## src/rtl/aes_pkg.sv

```systemverilog
// Shared definitions for the AES-128 round sequencer: controller states and
// default round count / round-select width.
package aes_pkg;

  typedef enum logic [2:0] {
    ST_IDLE  = 3'd0,
    ST_INIT  = 3'd1,
    ST_ROUND = 3'd2,
    ST_FINAL = 3'd3,
    ST_DONE  = 3'd4
  } aes_state_t;

  localparam int AES_NR = 10;
  localparam int AES_RW = 4;

endpackage

```

## src/rtl/aes_round_cnt.sv

```systemverilog
// Loadable RW-bit round counter with clear, saturating increment and a
// terminal-count flag that marks the last MixColumns round (NR-1).
module aes_round_cnt #(
  parameter int NR = 10,
  parameter int RW = 4
) (
  input  logic          clk,
  input  logic          rst,
  input  logic          clr,
  input  logic          inc,
  input  logic          load,
  input  logic [RW-1:0] load_val,
  output logic [RW-1:0] cnt,
  output logic          last_round
);

  localparam logic [RW-1:0] NR_V      = RW'(NR);
  localparam logic [RW-1:0] LAST_V    = RW'(NR - 1);

  logic [RW-1:0] cnt_reg;

  // Increment saturates at NR so the counter can never wrap past the final round.
  always_ff @(posedge clk) begin
    if (rst || clr) begin
      cnt_reg <= '0;
    end else if (load) begin
      cnt_reg <= load_val;
    end else if (inc && (cnt_reg < NR_V)) begin
      cnt_reg <= cnt_reg + 1'b1;
    end
  end

  assign cnt        = cnt_reg;
  assign last_round = (cnt_reg == LAST_V);

endmodule

```

## src/rtl/aes_round_ctrl.sv

```systemverilog
// AES-128 round sequencer: accepts a block, steps rounds 0..NR, holds the result.
// Optional cancel path (abort/abort_ack) is built only when AES_ABORT_EN is defined.
module aes_round_ctrl
  import aes_pkg::*;
#(
  parameter int NR = AES_NR,
  parameter int RW = AES_RW
) (
  input  logic          clk,
  input  logic          rst,
  input  logic          in_valid,
  output logic          in_ready,
  output logic          key_load,
  output logic [RW-1:0] round_sel,
  output logic          flag,
  output logic          key_step,
  output logic          mix_en,
  output logic          final_round,
  output logic          out_valid,
  input  logic          out_ready,
`ifdef AES_ABORT_EN
  input  logic          abort,
  output logic          abort_ack,
`endif
  output logic          busy
);

  localparam logic [RW-1:0] NR_V = RW'(NR);

  aes_state_t state_reg, state_next;
  logic       cnt_clr, cnt_inc, cnt_load, cnt_last;
  logic       flag_reg, key_step_reg, mix_en_reg, final_round_reg;
  logic       out_valid_reg, busy_reg;
`ifdef AES_ABORT_EN
  logic       abort_hit;
  logic       abort_ack_reg;
`endif

  aes_round_cnt #(
    .NR (NR),
    .RW (RW)
  ) u_round_cnt (
    .clk        (clk),
    .rst        (rst),
    .clr        (cnt_clr),
    .inc        (cnt_inc),
    .load       (cnt_load),
    .load_val   (NR_V),
    .cnt        (round_sel),
    .last_round (cnt_last)
  );

`ifdef AES_ABORT_EN
  assign abort_hit = abort && (state_reg != ST_IDLE);
`endif

  always_comb begin
    state_next = state_reg;
    cnt_clr    = 1'b0;
    cnt_inc    = 1'b0;
    cnt_load   = 1'b0;
    in_ready   = 1'b0;
    case (state_reg)
      ST_IDLE: begin
        in_ready = 1'b1;
        if (in_valid) state_next = ST_INIT;
      end
      ST_INIT: begin
        state_next = ST_ROUND;
        cnt_inc    = 1'b1;
      end
      ST_ROUND: begin
        if (cnt_last) begin
          state_next = ST_FINAL;
          cnt_load   = 1'b1;
        end else begin
          cnt_inc = 1'b1;
        end
      end
      ST_FINAL: state_next = ST_DONE;
      ST_DONE: begin
        // Accepting the result frees the controller in the same cycle.
        if (out_ready) begin
          in_ready   = 1'b1;
          cnt_clr    = 1'b1;
          state_next = in_valid ? ST_INIT : ST_IDLE;
        end
      end
      default: begin
        state_next = ST_IDLE;
        cnt_clr    = 1'b1;
      end
    endcase
`ifdef AES_ABORT_EN
    // Cancel beats everything, including a result hand-off in DONE.
    if (abort_hit) begin
      state_next = ST_IDLE;
      cnt_clr    = 1'b1;
      cnt_inc    = 1'b0;
      cnt_load   = 1'b0;
      in_ready   = 1'b0;
    end
`endif
  end

  assign key_load = in_valid && in_ready;

  always_ff @(posedge clk) begin
    if (rst) begin
      state_reg       <= ST_IDLE;
      flag_reg        <= 1'b0;
      key_step_reg    <= 1'b0;
      mix_en_reg      <= 1'b0;
      final_round_reg <= 1'b0;
      out_valid_reg   <= 1'b0;
      busy_reg        <= 1'b0;
    end else begin
      state_reg       <= state_next;
      flag_reg        <= (state_next == ST_ROUND) || (state_next == ST_FINAL) ||
                         (state_next == ST_DONE);
      key_step_reg    <= (state_next == ST_INIT) || (state_next == ST_ROUND);
      mix_en_reg      <= (state_next == ST_ROUND);
      final_round_reg <= (state_next == ST_FINAL);
      out_valid_reg   <= (state_next == ST_DONE);
      busy_reg        <= (state_next != ST_IDLE);
    end
  end

`ifdef AES_ABORT_EN
  always_ff @(posedge clk) begin
    if (rst) abort_ack_reg <= 1'b0;
    else     abort_ack_reg <= abort_hit;
  end
  assign abort_ack = abort_ack_reg;
`endif

  assign flag        = flag_reg;
  assign key_step    = key_step_reg;
  assign mix_en      = mix_en_reg;
  assign final_round = final_round_reg;
  assign out_valid   = out_valid_reg;
  assign busy        = busy_reg;

endmodule

```

## config.mk

```make
export PLATFORM = sky130hd
export DESIGN_NAME = aes_round_ctrl
export DESIGN_NICKNAME = d
export VERILOG_FILES = /design/src/rtl/aes_pkg.sv /design/src/rtl/aes_round_cnt.sv /design/src/rtl/aes_round_ctrl.sv
export SDC_FILE = /design/constraint.sdc
export NUM_CORES = 1
export LEC_CHECK = 0
export ABC_CLOCK_PERIOD_IN_PS = 1600
export CAP_MARGIN = 20
export CORE_MARGIN = 8
export CORE_UTILIZATION = 40
export DETAILED_ROUTE_END_ITERATION = 10
export PLACE_DENSITY_LB_ADDON = 0.3
export RECOVER_POWER = 25
export SYNTH_ARGS = -nofsm -noshare
export SYNTH_HDL_FRONTEND = slang
export SYNTH_SLANG_ARGS = --single-unit
```

## constraint.sdc

```tcl
create_clock -name clk -period 1.6 [get_ports clk]
set_input_delay 0.4 -clock clk [delete_from_list [all_inputs] [get_ports clk]]
set_output_delay 0.4 -clock clk [all_outputs]
set_load 0.01 [all_outputs]
```

==> flow_summary.html <==
<table>
<tr><th>Metric</th><th>Value</th></tr>
<tr><th colspan="2">Synthesis</th></tr>
<tr><td>Complex-gate fraction of the synthesized area</td><td>between 15 and 20%</td></tr>
<tr><td>Main flop type after synthesis</td><td>sky130_fd_sc_hd__dfxtp_1</td></tr>
<tr><td>Yosys synthesis warning count</td><td>0</td></tr>
<tr><td>Gate Count Post-Synth</td><td>64</td></tr>
<tr><td>Leading post-synthesis cells by instance count</td><td>13 x sky130_fd_sc_hd__dfxtp_1, 9 x sky130_fd_sc_hd__nor2_1, 5 x sky130_fd_sc_hd__nand2_1, 4 x sky130_fd_sc_hd__nor3_1, 3 x sky130_fd_sc_hd__xor2_1</td></tr>
<tr><td>Simple-gate area share of the yosys netlist</td><td>21.3%</td></tr>
<tr><td>Share of synthesized cell area in full adder, half adder and majority cells</td><td>4.26%</td></tr>
<tr><td>Syn Std Cell Area</td><td>587 um^2</td></tr>
<tr><td>Number of enable flip-flop cells after synthesis</td><td>0</td></tr>
<tr><td>Top cell type by total area after synthesis</td><td>sky130_fd_sc_hd__dfxtp_1</td></tr>
<tr><td>Number of different library cells in the post-synthesis netlist</td><td>28</td></tr>
<tr><td>Synthesized area per cell</td><td>slightly above 9 um^2</td></tr>
<tr><td>Top cells by area in the synthesized netlist</td><td>sky130_fd_sc_hd__dfxtp_1 44%, sky130_fd_sc_hd__nor2_1 5.8%, sky130_fd_sc_hd__xor2_1 4.5%</td></tr>
<tr><td>Post-synthesis sequential area ratio</td><td>44.3%</td></tr>
<tr><td>Total nets after synthesis</td><td>70</td></tr>
<tr><td>Library cell with the highest instance count after synthesis</td><td>sky130_fd_sc_hd__dfxtp_1</td></tr>
<tr><td>Number of synthesized register bits</td><td>13</td></tr>
<tr><td>Xor/xnor cell area share of the yosys netlist</td><td>4.48%</td></tr>
<tr><td>Multiplexer share of the synthesized area</td><td>1.92%</td></tr>
<tr><td>Largest family of logic cells by synthesized area</td><td>simple AND/OR/NAND/NOR gates</td></tr>
<tr><td>Share of synthesized flip-flops with an asynchronous set or reset</td><td>0%</td></tr>
<tr><td>Portion of synthesized cell area occupied by the leading cell type</td><td>44.3%</td></tr>
<tr><th colspan="2">Clock network</th></tr>
<tr><td>Insertion delay to the later sink of the worst-skew pair</td><td>roughly 0.27 ns</td></tr>
<tr><td>Number of hold-repair buffers added at the cts stage</td><td>0</td></tr>
<tr><td>Clock tree from TritonCTS</td><td>built</td></tr>
<tr><td>Clk sinks</td><td>13</td></tr>
<tr><td>H-Tree Level Count</td><td>1</td></tr>
<tr><td>Maximum clock insertion buffer count</td><td>2</td></tr>
<tr><td>Clock Pin Slew Worst Setup and Hold Paths</td><td>0.08 ns</td></tr>
<tr><td>CTS buffer count</td><td>3</td></tr>
<tr><td>Clock root buffer master</td><td>sky130_fd_sc_hd__clkbuf_4</td></tr>
<tr><td>Setup bufs post-CTS</td><td>0</td></tr>
<tr><th colspan="2">Timing</th></tr>
<tr><td>Final worst-path cycle share</td><td>a little over nine tenths</td></tr>
<tr><td>Min Clock Period, post-route</td><td>1.54 ns</td></tr>
<tr><td>Min Hold Slack</td><td>0.535 ns</td></tr>
<tr><td>Fin. max-slew vios</td><td>0</td></tr>
<tr><td>Slew at the pin with the worst max-slew slack</td><td>0.346 ns</td></tr>
<tr><td>Unrepaired setup endpoints after global routing</td><td>true</td></tr>
<tr><td>Setup TNS</td><td>0 ns</td></tr>
<tr><td>Final setup fails</td><td>0</td></tr>
<tr><td>Worst slew margin relative to its limit</td><td>76.7%</td></tr>
<tr><td>Layout Skew</td><td>0.00430 ns</td></tr>
<tr><td>Final Worst Setup Slack</td><td>0.0596 ns</td></tr>
<tr><td>Maximum clock frequency</td><td>0.649 GHz</td></tr>
<tr><td>Hold violation count in the final report</td><td>0</td></tr>
<tr><th colspan="2">GRT</th></tr>
<tr><td>Global-route wire length before repair</td><td>2170 um</td></tr>
<tr><td>GR Overflow Total</td><td>0</td></tr>
<tr><td>Total global-route track usage</td><td>10.1%</td></tr>
<tr><td>Maximum number of pins on one net before global-route repair</td><td>11</td></tr>
<tr><td>Antenna violations before repair</td><td>0</td></tr>
<tr><td>Via count of the first global-routing pass</td><td>507</td></tr>
<tr><th colspan="2">Placed design</th></tr>
<tr><td>Weighted congestion at the end of routability-driven global placement</td><td>0.817</td></tr>
<tr><td>Post-Place Worst Slack</td><td>-0.544 ns</td></tr>
<tr><td>Number of input and output port buffers inserted</td><td>15</td></tr>
<tr><td>Final HPWL DP</td><td>between 900 and 1000 um</td></tr>
<tr><th colspan="2">Drt</th></tr>
<tr><td>Number of DRC markers in iteration 0</td><td>10</td></tr>
<tr><td>Number of optimization iterations in the first detailed-route pass</td><td>4</td></tr>
<tr><td>Routed Antenna Nets</td><td>0</td></tr>
<tr><td>Number of vias per cell</td><td>4.80</td></tr>
<tr><td>Routed vias</td><td>about 520</td></tr>
<tr><td>DRC violation count after routing</td><td>0</td></tr>
<tr><td>Routed wirelength normalized by instance count</td><td>11.7 um</td></tr>
<tr><td>WL final</td><td>1260 um</td></tr>
<tr><th colspan="2">Run</th></tr>
<tr><td>Number of max-cap violations</td><td>0</td></tr>
<tr><th colspan="2">Cells and area</th></tr>
<tr><td>Ant diodes</td><td>0</td></tr>
<tr><td>Footprint of the multi-input gates</td><td>between 300 and 400 um^2</td></tr>
<tr><td>Area growth from synthesis to final layout</td><td>47.8%</td></tr>
<tr><td>Share of post-route cells with drive strength above 1</td><td>roughly a third</td></tr>
<tr><td>Fill cell instance count of the final layout</td><td>130</td></tr>
<tr><td>Flip-flop count of the largest register, all copies and words added</td><td>4</td></tr>
<tr><td>Share of the core filled with cells</td><td>roughly three fifths</td></tr>
<tr><td>Combined flip-flop and latch cell area</td><td>about 260 um^2</td></tr>
<tr><td>Number of nets at the end of the flow</td><td>99</td></tr>
<tr><th colspan="2">Die</th></tr>
<tr><td>Top-level port count</td><td>16</td></tr>
<tr><td>Area inside the core boundary</td><td>0.00144 mm^2</td></tr>
<tr><td>Starting Density</td><td>40.9%</td></tr>
<tr><td>Area of the die</td><td>roughly 0.0029 mm^2</td></tr>
<tr><td>Die H</td><td>approximately 54 um</td></tr>
<tr><td>Number of placement rows</td><td>14</td></tr>
<tr><td>Horizontal die dimension</td><td>about 54 um</td></tr>
<tr><th colspan="2">Critical path</th></tr>
<tr><td>Critical Path RT</td><td>between 1 and 1.5 ns</td></tr>
<tr><td>Type of origin of the critical path</td><td>register</td></tr>
<tr><td>Worst setup EP type</td><td>output port</td></tr>
<tr><td>Critical Path AT</td><td>1.14 ns</td></tr>
<tr><td>Start-to-end type of the worst setup path</td><td>reg2out</td></tr>
<tr><td>Maximum fanout encountered on the critical timing path</td><td>2</td></tr>
<tr><th colspan="2">Run status</th></tr>
<tr><td>Outcome</td><td>finished clean</td></tr>
<tr><th colspan="2">Pwr</th></tr>
<tr><td>Worst IR Drop VDD</td><td>0.635 mV</td></tr>
<tr><td>Pwr Density</td><td>919 mW/mm^2</td></tr>
<tr><td>Leakage power total</td><td>0.386 nW</td></tr>
<tr><th colspan="2">Min path</th></tr>
<tr><td>Worst min-delay path category</td><td>reg2reg</td></tr>
</table>
layer usage:
layer  vias to the layer above  share of wire (%)  global-route usage (%)
met5                         -                  0                       0
met4                         0               0.63                    7.38
met3                         2                8.5                    3.80
met2                        12                 44                    13.7
met1                       224                 47                    12.6
li1                        280                  -                       -
where the power goes:
part           switching (mW)  internal [mW]
Combinational           0.108          0.132
Clock                  0.0979         0.0965
Sequential             0.0110          0.351
Total                   0.217          0.580
worst paths after layout:
path	cells after the start	slack, ns	endpoint	startpoint
min reg2reg	1	0.54	u_round_cnt.cnt[3]$_SDFFE_PP0P_	u_round_cnt.cnt[3]$_SDFFE_PP0P_
max	5	0.06	key_load	state_reg[0]$_SDFF_PP0_
min	1	0.54	u_round_cnt.cnt[3]$_SDFFE_PP0P_	u_round_cnt.cnt[3]$_SDFFE_PP0P_
max reg2reg	5	0.08	u_round_cnt.cnt[1]$_SDFFE_PP0P_	u_round_cnt.cnt[0]$_SDFFE_PP0P_
cell families (layout without fill, tap and decap cells):
| group | Yosys count | in the layout |
|---|---|---|
| multiplexers | 1 | 1 |
| XOR/XNOR | 3 | 3 |
| adder cells (fa/ha/maj) | 2 | 2 |
| AND/OR/NAND/NOR | 25 | 25 |
| flip-flops | 13 | 13 |
| AO/OA/AOI/OAI | 14 | 14 |
| buffers and inverters | 6 | 34 |
placed cells by master (no fill, tap or decap), types with 3 or more instances in the layout:
cell type / instances
sky130_fd_sc_hd__dfxtp_2: 3
sky130_fd_sc_hd__nor3_1: 4
sky130_fd_sc_hd__dfxtp_1: 10
sky130_fd_sc_hd__nor2_1: 8
sky130_fd_sc_hd__buf_4: 12
sky130_fd_sc_hd__clkdlybuf4s50_1: 8
sky130_fd_sc_hd__dlygate4sd2_1: 5
sky130_fd_sc_hd__clkbuf_4: 3
sky130_fd_sc_hd__xor2_1: 3
sky130_fd_sc_hd__nand2_1: 4
through the flow:
step | cells | power, mW | area [um^2]
6_report | 108 | 0.797 | 867
5_1_grt | 108 | 0.853 | 867
4_1_cts | 108 | 0.806 | 857
3_5_place_dp | 104 | 0.605 | 826
3_3_place_gp | 104 | 0.606 | 826
2_1_floorplan | 64 | 0.485 | 587
final cells by class:
type,count,area share [%]
Sequential cell,13,30.4
Timing Repair Buffer,27,27.3
Multi-Input combinational cell,45,35.6
Tap cell,16,2.31
Inverter,3,1.30
Clock buffer,4,3.03
worst max-delay path: stages (launching register included):
cell	delay, ns
sky130_fd_sc_hd__dfxtp_2	0.32
sky130_fd_sc_hd__or2_4	0.25
sky130_fd_sc_hd__nor2_4	0.09
sky130_fd_sc_hd__nand2_2	0.06
sky130_fd_sc_hd__inv_2	0.05
sky130_fd_sc_hd__buf_6	0.09
repair_timing:
action,in CTS,in global routing
endpoints found under the setup margin,6,2
gates cloned,0,0
pin swaps,2,2
gates resized for setup,20,4
No activity file was read; power rests on OpenSTA's default activity.
